**src/rtl/karaoke_pkg.sv**
```systemverilog
// Shared types and helpers for the mic front end: Q15 sample type, its
// limits, and the CIC register width rule.
package karaoke_pkg;

  typedef logic signed [15:0] sample_t;

  localparam sample_t Q15_MAX = 16'sh7fff;
  localparam sample_t Q15_MIN = 16'sh8000;

  // Bit growth of an N-stage, differential-delay-1 CIC decimating by r
  function automatic int cic_width(input int n, input int r);
    return 2 + n * $clog2(r);
  endfunction

endpackage

```
**src/rtl/cic_comb_stage.sv**
```systemverilog
// One CIC comb stage: y = x - x_prev, the delay register only moving when
// the decimated-rate token reaches this stage.
module cic_comb_stage #(
  parameter int W = 22
) (
  input  logic         clk,
  input  logic         reset_n,
  input  logic         clr,
  input  logic         en_stage,
  input  logic [W-1:0] x,
  output logic [W-1:0] y
);

  logic [W-1:0] prev_q, prev_d;

  always_comb begin
    prev_d = prev_q;
    if (clr)           prev_d = '0;
    else if (en_stage) prev_d = x;
  end

  always_ff @(posedge clk or negedge reset_n) begin
    if (!reset_n) prev_q <= '0;
    else          prev_q <= prev_d;
  end

  assign y = x - prev_q;

endmodule

```
**src/rtl/pdm_cic_decim.sv**
```systemverilog
// PDM mic front end: mic clock generation, input synchroniser, N-stage CIC
// decimator by R, Q15 scaling/saturation and warm-up suppression.
module pdm_cic_decim
  import karaoke_pkg::*;
#(
  parameter int CLK_DIV = 24,
  parameter int R       = 32,
  parameter int N       = 4,
  parameter int OUT_W   = 16
) (
  input  logic                    clk,
  input  logic                    reset_n,
  input  logic                    en,
  input  logic                    pdm_data,
  output logic                    pdm_clk,
  output logic signed [OUT_W-1:0] y_out,
  output logic                    y_out_valid
);

  localparam int W      = cic_width(N, R);
  localparam int SHIFT  = N * $clog2(R) - (OUT_W - 1);
  localparam int DIV_W  = $clog2(CLK_DIV);
  localparam int DEC_W  = $clog2(R);
  localparam int WARM_W = $clog2(N + 1);

  localparam logic [DIV_W-1:0]    DIV_LAST  = DIV_W'(CLK_DIV - 1);
  localparam logic [DIV_W-1:0]    DIV_HALF  = DIV_W'(CLK_DIV / 2);
  localparam logic [DEC_W-1:0]    DEC_LAST  = DEC_W'(R - 1);
  localparam logic [WARM_W-1:0]   WARM_DONE = WARM_W'(N);
  localparam logic signed [W-1:0] SAT_MAX   = W'(Q15_MAX);
  localparam logic signed [W-1:0] SAT_MIN   = W'(Q15_MIN);

  logic [DIV_W-1:0]  div_cnt_q, div_cnt_d;
  logic              pdm_clk_q, pdm_clk_d;
  logic              sync1_q, sync1_d, sync2_q, sync2_d;
  logic [DEC_W-1:0]  dec_cnt_q, dec_cnt_d;
  logic [W-1:0]      integ_q [N];
  logic [W-1:0]      integ_d [N];
  logic [W-1:0]      pipe_q  [N+1];
  logic [W-1:0]      pipe_d  [N+1];
  logic [N:0]        vld_q, vld_d;
  logic [W-1:0]      comb_y  [N];
  logic [WARM_W-1:0] warm_q, warm_d;
  logic signed [OUT_W-1:0] y_out_q, y_out_d;
  logic              y_out_valid_q, y_out_valid_d;

  logic              strobe, wrap;
  logic [W-1:0]      x_in, integ_sum;
  logic signed [W-1:0] scaled;
  sample_t           y_sat;

  // pipe_q[k] feeds comb k; vld_q[k] marks a decimated sample sitting there
  for (genvar k = 0; k < N; k++) begin : g_comb
    cic_comb_stage #(.W(W)) u_comb (
      .clk      (clk),
      .reset_n  (reset_n),
      .clr      (!en),
      .en_stage (vld_q[k]),
      .x        (pipe_q[k]),
      .y        (comb_y[k])
    );
  end

  always_comb begin
    scaled = $signed(pipe_q[N]) >>> SHIFT;
    if (scaled > SAT_MAX)      y_sat = Q15_MAX;
    else if (scaled < SAT_MIN) y_sat = Q15_MIN;
    else                       y_sat = scaled[15:0];
  end

  always_comb begin
    div_cnt_d     = '0;
    pdm_clk_d     = 1'b0;
    sync1_d       = 1'b0;
    sync2_d       = 1'b0;
    dec_cnt_d     = '0;
    vld_d         = '0;
    warm_d        = '0;
    y_out_d       = y_out_q;
    y_out_valid_d = 1'b0;
    strobe        = 1'b0;
    wrap          = 1'b0;
    integ_sum     = '0;
    x_in          = sync2_q ? W'(1) : '1;
    for (int k = 0; k < N; k++)  integ_d[k] = '0;
    for (int k = 0; k <= N; k++) pipe_d[k]  = '0;

    if (en) begin
      div_cnt_d = (div_cnt_q == DIV_LAST) ? '0 : div_cnt_q + 1'b1;
      pdm_clk_d = (div_cnt_d < DIV_HALF);
      sync1_d   = pdm_data;
      sync2_d   = sync1_q;
      strobe    = (div_cnt_q == DIV_LAST);
      wrap      = strobe && (dec_cnt_q == DEC_LAST);
      dec_cnt_d = dec_cnt_q;
      warm_d    = warm_q;
      integ_d   = integ_q;
      pipe_d    = pipe_q;

      // Integrators ripple within one clk so each sees this sample
      if (strobe) begin
        dec_cnt_d = wrap ? '0 : dec_cnt_q + 1'b1;
        integ_sum = x_in;
        for (int k = 0; k < N; k++) begin
          integ_sum  = integ_q[k] + integ_sum;
          integ_d[k] = integ_sum;
        end
      end

      if (wrap) pipe_d[0] = integ_d[N-1];
      for (int k = 0; k < N; k++) begin
        if (vld_q[k]) pipe_d[k+1] = comb_y[k];
      end
      vld_d = {vld_q[N-1:0], wrap};

      if (vld_q[N]) begin
        if (warm_q == WARM_DONE) begin
          y_out_valid_d = 1'b1;
          y_out_d       = OUT_W'(y_sat);
        end else begin
          warm_d = warm_q + 1'b1;
        end
      end
    end
  end

  always_ff @(posedge clk or negedge reset_n) begin
    if (!reset_n) begin
      div_cnt_q     <= '0;
      pdm_clk_q     <= 1'b0;
      sync1_q       <= 1'b0;
      sync2_q       <= 1'b0;
      dec_cnt_q     <= '0;
      vld_q         <= '0;
      warm_q        <= '0;
      y_out_q       <= '0;
      y_out_valid_q <= 1'b0;
      for (int k = 0; k < N; k++)  integ_q[k] <= '0;
      for (int k = 0; k <= N; k++) pipe_q[k]  <= '0;
    end else begin
      div_cnt_q     <= div_cnt_d;
      pdm_clk_q     <= pdm_clk_d;
      sync1_q       <= sync1_d;
      sync2_q       <= sync2_d;
      dec_cnt_q     <= dec_cnt_d;
      vld_q         <= vld_d;
      warm_q        <= warm_d;
      y_out_q       <= y_out_d;
      y_out_valid_q <= y_out_valid_d;
      integ_q       <= integ_d;
      pipe_q        <= pipe_d;
    end
  end

  assign pdm_clk     = pdm_clk_q;
  assign y_out       = y_out_q;
  assign y_out_valid = y_out_valid_q;

endmodule

```
**config.mk**
```make
export PLATFORM = sky130hd
export DESIGN_NAME = pdm_cic_decim
export DESIGN_NICKNAME = d
export VERILOG_FILES = /design/src/rtl/karaoke_pkg.sv /design/src/rtl/cic_comb_stage.sv /design/src/rtl/pdm_cic_decim.sv
export SDC_FILE = /design/constraint.sdc
export NUM_CORES = 1
export LEC_CHECK = 0
export CAP_MARGIN = 15
export CORE_UTILIZATION = 55
export CTS_BUF_LIST = sky130_fd_sc_hd__clkbuf_2
export DETAILED_ROUTE_END_ITERATION = 8
export HOLD_SLACK_MARGIN = 0.03
export PLACE_DENSITY = 0.8
export SLEW_MARGIN = 20
export SYNTH_ARGS = -nofsm -noshare
export SYNTH_HDL_FRONTEND = slang
export SYNTH_SLANG_ARGS = --single-unit
```
**constraint.sdc**
```tcl
create_clock -name clk -period 9 [get_ports clk]
set_input_delay 1.35 -clock clk [delete_from_list [all_inputs] [get_ports clk]]
set_output_delay 1.35 -clock clk [all_outputs]
set_load 0.1 [all_outputs]
```
**After elaboration in Yosys (flattened, before gate mapping)**

Cells that the tools add are included.
W data, S select, Z words.

- Output and inout port bits: 18
- Register bits: 324
- Input bits: 4
- Word-level logic and storage cells: 84

- Reduce and logical (&&, ||, !) cells: 3
- Mux-type cells: 34
- Magnitude comparators: 3
- Eq/ne operators: 11
- Add/subtract/negate cells: 11

Operators with widths:

| operator | number |
|---|---|
| $mux W22 | 14 |
| $mux W88 | 2 |
| $mux W110 | 1 |
| $add A22 B22 Y22 | 4 |
| $sub A22 B22 Y22 | 4 |
| $mux W16 | 2 |
| $mux W5 | 6 |
| $gt A17 B16 Y1 const B | 1 |
| $lt A17 B16 Y1 const B | 1 |
| $ne A2 B1 Y1 const B | 7 |
| $add A5 B1 Y5 const B | 2 |
| $eq A5 B5 Y1 const B | 2 |
| $mux W3 | 3 |
| $mux W1 | 6 |
| $lt A5 B4 Y1 const B | 1 |
| $add A3 B1 Y3 const B | 1 |
| $eq A3 B3 Y1 const B | 1 |
| $reduce_and A3 Y1 | 1 |
| $ne A2 B2 Y1 const B | 1 |
| $reduce_and A2 Y1 | 1 |
| $logic_and A1 B1 Y1 | 1 |

**Depth between registers and ports, before layout**

- Depth in word-level cells: 8
- Mapped depth: 33
- Gate-level depth less buffers: 33

**Modules after synthesis**

Synthesis repeated with hierarchy kept, for this count alone.

- Cell total of the unflattened synthesis: 2,421
- Area total of the unflattened synthesis: 21,647.0 um2

By module, submodules not included:

| module | area an instance (um2) | instances | sequential area each (um2) | cells an instance |
|---|---|---|---|---|
| pdm_cic_decim | 13,190.2 | 1 | 5,780.5 | 1,412 |
| cic_comb_stage at g_comb[1].u_comb ... | 2,114.5 | 3 | 550.5 | 253 |
| cic_comb_stage at g_comb[0].u_comb | 2,113.3 | 1 | 550.5 | 250 |

**Worst setup path after synthesis**

OpenSTA, ideal clock, no wires.

- Kind: register to register
- From: reg sync2_q
- To: reg integ_q[21] (netlist name)
- Arrival time: 6.392 ns
- Stages on the path, launching flop included: 31
- Slack: 2.530 ns
- Path buffers: 0
- Period minus slack after synthesis: 6.470 ns
- Data required time: 8.922 ns
- Setup time: 0.078 ns
- Cell sequence: dfrtp_1 -> inv_1 -> ha_1 -> a21o_1 -> a21o_1 -> a21oi_1 -> o21ai_1 -> xor2_1 -> ha_1 -> a21o_1 -> a21oi_1 -> nand2b_1 -> a41o_1 -> a21oi_1 -> o21bai_1 -> a21oi_1 -> xnor2_1 -> ha_1 -> or3_1 -> o311ai_0 -> nand2b_1 -> xor2_1 -> ha_1 -> nand2_1 -> nor2_1 -> a31o_2 -> nor4_1 -> o41ai_2 -> xor2_1 -> or3_1 -> a21oi_1

RTL lines:

| what | line | text |
|---|---|---|
| start: declaration | pdm_cic_decim.sv:35 | `logic sync1_q, sync1_d, sync2_q, sync2_d;` |
| start signal: assignment | pdm_cic_decim.sv:144 | `sync2_q <= sync2_d;` |
| end signal: assignment | pdm_cic_decim.sv:150 | `integ_q <= integ_d;` |
| end: declaration | pdm_cic_decim.sv:37 | `logic [W-1:0] integ_q [N];` |

**Worst setup path in the final report**

- From: reg sync2_q
- To: reg pipe_q[108] (netlist name)

- Cells in the longest elaborated chain, start to end: 8

RTL lines:

| what | line | text |
|---|---|---|
| $mux W22 | pdm_cic_decim.sv:84 | `x_in = sync2_q ? W'(1) : '1;` |
| $add A22 B22 Y22 (4 in series) | pdm_cic_decim.sv:105 | `integ_sum = integ_q[k] + integ_sum;` |
| $mux W88 | pdm_cic_decim.sv:101 | `if (strobe) begin` |
| $mux W22 | pdm_cic_decim.sv:110 | `if (wrap) pipe_d[0] = integ_d[N-1];` |
| $mux W110 | pdm_cic_decim.sv:88 | `if (en) begin` |
| end signal: assignment | pdm_cic_decim.sv:151 | `pipe_q <= pipe_d;` |
| end: declaration | pdm_cic_decim.sv:39 | `logic [W-1:0] pipe_q [N+1];` |

Every way passes these cells. The select of a mux whose other input is x is not followed.
A chain may end at the register's enable or synchronous reset.

==> results.cfg <==
[floorplanning]
die_y_um = 193.8
design.core.area_mm2 = 0.03591
initial_core_util_pct = 56.31
dieArea_mm2 = 0.03754
io_pins = 22
rows = 69
fp.dieW_um = 193.8

[clock_tree]
cts_resized = 0
insertion_delay_ps = 980
h-tree-depth = 3
cts_buffers = 85
clkTransAtPathRegs_ps = 120
cts_sinks = 319
cts-root-buf = clkbuf_2
cts.path.max_buffers = 3
cts_hold_buf = 0
post_cts_buffers = 0
cts_tree = yes

[critical_path]
crit_arrival_ps = 8250
startpoint = sync2_q$_DFF_PN0_
reg2reg_slack_ps = 1640
reg2reg_depth = 29
path_buf_inv = 1
rr_endpoint = pipe_q[108]$_DFFE_PN0P_
required_ps = 9890
endpoint = pipe_q[108]$_DFFE_PN0P_
endpoint_kind = flop
path_depth = 29
crit_path_frequent_cell = a21oi_1
cpLargestDelayFamily = compound AO/OA/AOI/OAI gates
r2r-start = sync2_q$_DFF_PN0_
slowest_delay_ps = 660
critPathLaunchType = flop
critPathMaxFanout = 23
crit_slowest_cell = o311ai_0
worst-setup-path-type = reg2reg

[timing]
setup_viol = 0
period_minus_slack_ps = 7359
finalSetupTns_ps = 0
drv_slew = 0
rsz0062_at_grt = no
max_slew_margin_pct = 25.13
clock_skew_ps = 80.21
worst_slew_pin_slew_ps = 1123
clock.fmax_ghz = 0.1359
finalCritPeriodShare_pct = 81.76
finalHoldViolations = 0
setup_ws_ps = 1641

[place]
dpl.cell_count = 2648
place_area_mm2 = 0.02081
dpl_worst_slack_ps = 1813
io_buffers = 21
gp_congestion = 0.9019
place_hpwl_um = 29050

[drt]
wl_um = 42320
wl_per_cell_um = 15.09
drt-initial-drc-count = 782
dr.pass1.iters = 5
vias = 15970
drc = 0
vias_per_cell = 5.692
detail-route-antenna-nets = 0

[grt]
grt_antenna_before_repair = 2
grtUsageTotal_pct = 23.26
overflow = 0
grt_pass1_vias = 16470
grt_pass1_wl_um = 74350
grt_max_degree = 137

[pwr]
power_density_mw_per_mm2 = 122.7
leakage_uw = 0.009913
vdd_drop_max_v = 0.00007753

[finish]
mostFrequentLayoutCells = dfrtp_1, nand2_1, nor2_1, ha_1, a21oi_1
areaGrowthSynthToFinish_pct = 7.158
final_util_pct = 60.34
nFillCells = 3023
seqCellArea_mm2 = 0.007988
final_cells = 2805
drive_gt1_share_pct = 7.305
final_cell_area_mm2 = 0.02167
multi_input_area_mm2 = 0.01142
final_common_cell = dfrtp_1
nets = 2459

[run_status]
status = finished, final reports clean

[synth]
synth_flop_cell = dfrtp_1
synth_seq_cells = 319
synth_area_leaders = dfrtp_1, ha_1, mux2i_1
synth_edf_count = 0
synthArstFlopShare_pct = 100.0
synthSimpleGateAreaFrac_pct = 15.14
yosys.area.top_type = dfrtp_1
synth-xor-area-share_pct = 6.131
synth_cell_type_count = 75
synth_top_family_by_area = compound AO/OA/AOI/OAI gates
yosysWarnings = 0
syn-cell-area_mm2 = 0.02022
netlist_instances = 2238
synth.yosys.seq_area_share_pct = 39.47
synth.avg_cell_area_um2 = 9.036
synth_compound_area_share_pct = 16.66
synthAdderAreaFrac_pct = 11.40
yosysTopAreaCellShare_pct = 39.47
syn-num-nets = 2422
synth.area.mux_share_pct = 7.090

[hold_path]
hold_path_class = in2async

[run]
max-cap-violations = 0
-- worst register-to-register path: cells and delay by family (launching register included) --
kind,cells,cell delay [ps]
and+or+nand+nor,7,1270
AOI/OAI and AO/OA,14,3170
DFF,1,410
buffers and inverters,1,610
xor gates and xnor gates,3,520
adders and majority gates,4,1340
-- per-stage QoR --
| step | power, uW | hold slack (ps) |
|---|---|---|
| floorplan | 1545 | 433.7 |
| global placement | 1595 | 460.7 |
| detailed placement | 1599 | 469.1 |
| CTS | 2694 | 404.2 |
| global route | 2781 | 464.3 |
| finish | 2659 | 430.4 |
-- sequential cells by signal, summed over array words and instances, names as in the netlist --
name and count:
pipe_q 105, g_comb.u_comb.prev_q 88, integ_q 88, y_out 16, dec_cnt_q 5, div_cnt_q 5
vld_q 5, warm_q 3, pdm_clk 1, sync1_q 1, sync2_q 1, y_out_valid 1
-- layout make-up --
cell class,count,share of cell area [%]
multi-input cells,1698,52.70
flip-flops and latches,319,36.86
well taps,461,2.662
clock buffers,115,2.656
inverters,138,2.413
repair buffers,33,1.461
clock inverters,38,1.212
diodes,3,0.03464
-- cell families (layout without fill, tap and decap cells) --
logic type,count (synthesis),in the layout
fa+ha+maj,180,180
other cells,0,3
flops,319,319
simple gates,710,710
buf+inv,221,324
mux,143,143
compound gates,525,525
xor+xnor,140,140
-- power breakdown --
group / switching [uW] / internal (uW) / leakage [uW]
combinational: 100 / 33.9 / 0.00487
clock: 623 / 466 / 0.000601
sequential: 1.68 / 1430 / 0.00445
total: 725 / 1930 / 0.00991
-- worst min path at each step --
stage                     slack, ps                   from  cells after the start                     end
final                           430                reset_n                      1  pipe_q[49]$_DFFE_PN0P_
after global routing            460                reset_n                      1  pipe_q[49]$_DFFE_PN0P_
after CTS                       400                reset_n                      1  pipe_q[49]$_DFFE_PN0P_
after detailed placement        470  y_out[11]$_DFFE_PN0P_                      2   y_out[11]$_DFFE_PN0P_
after global placement          460  y_out[12]$_DFFE_PN0P_                      2   y_out[12]$_DFFE_PN0P_
after floorplan                 430      sync1_q$_DFF_PN0_                      1       sync2_q$_DFF_PN0_
-- routing by layer --
layer / share of wire (%) / track usage (%) / vias to the layer above
met3: 3.6 / 3.983 / 103
met1: 42 / 26.71 / 7615
met5: 0 / 0 / -
met4: 2.9 / 10.04 / 0
li1: - / - / 7913
met2: 51 / 42.43 / 334
-- synth_stat cells, types with 26 or more instances --
cell type / count
mux2i_1: 141
nand2_1: 287
ha_1: 173
xor2_1: 49
dfrtp_1: 319
nor3_1: 33
o21a_1: 28
a21oi_1: 164
a21o_1: 49
o21ai_0: 109
nor2_1: 249
nand3_1: 29
inv_1: 137
xnor2_1: 90
clkbuf_1: 68
a211oi_1: 26
Note: power is estimated with default switching activity, not from simulation.
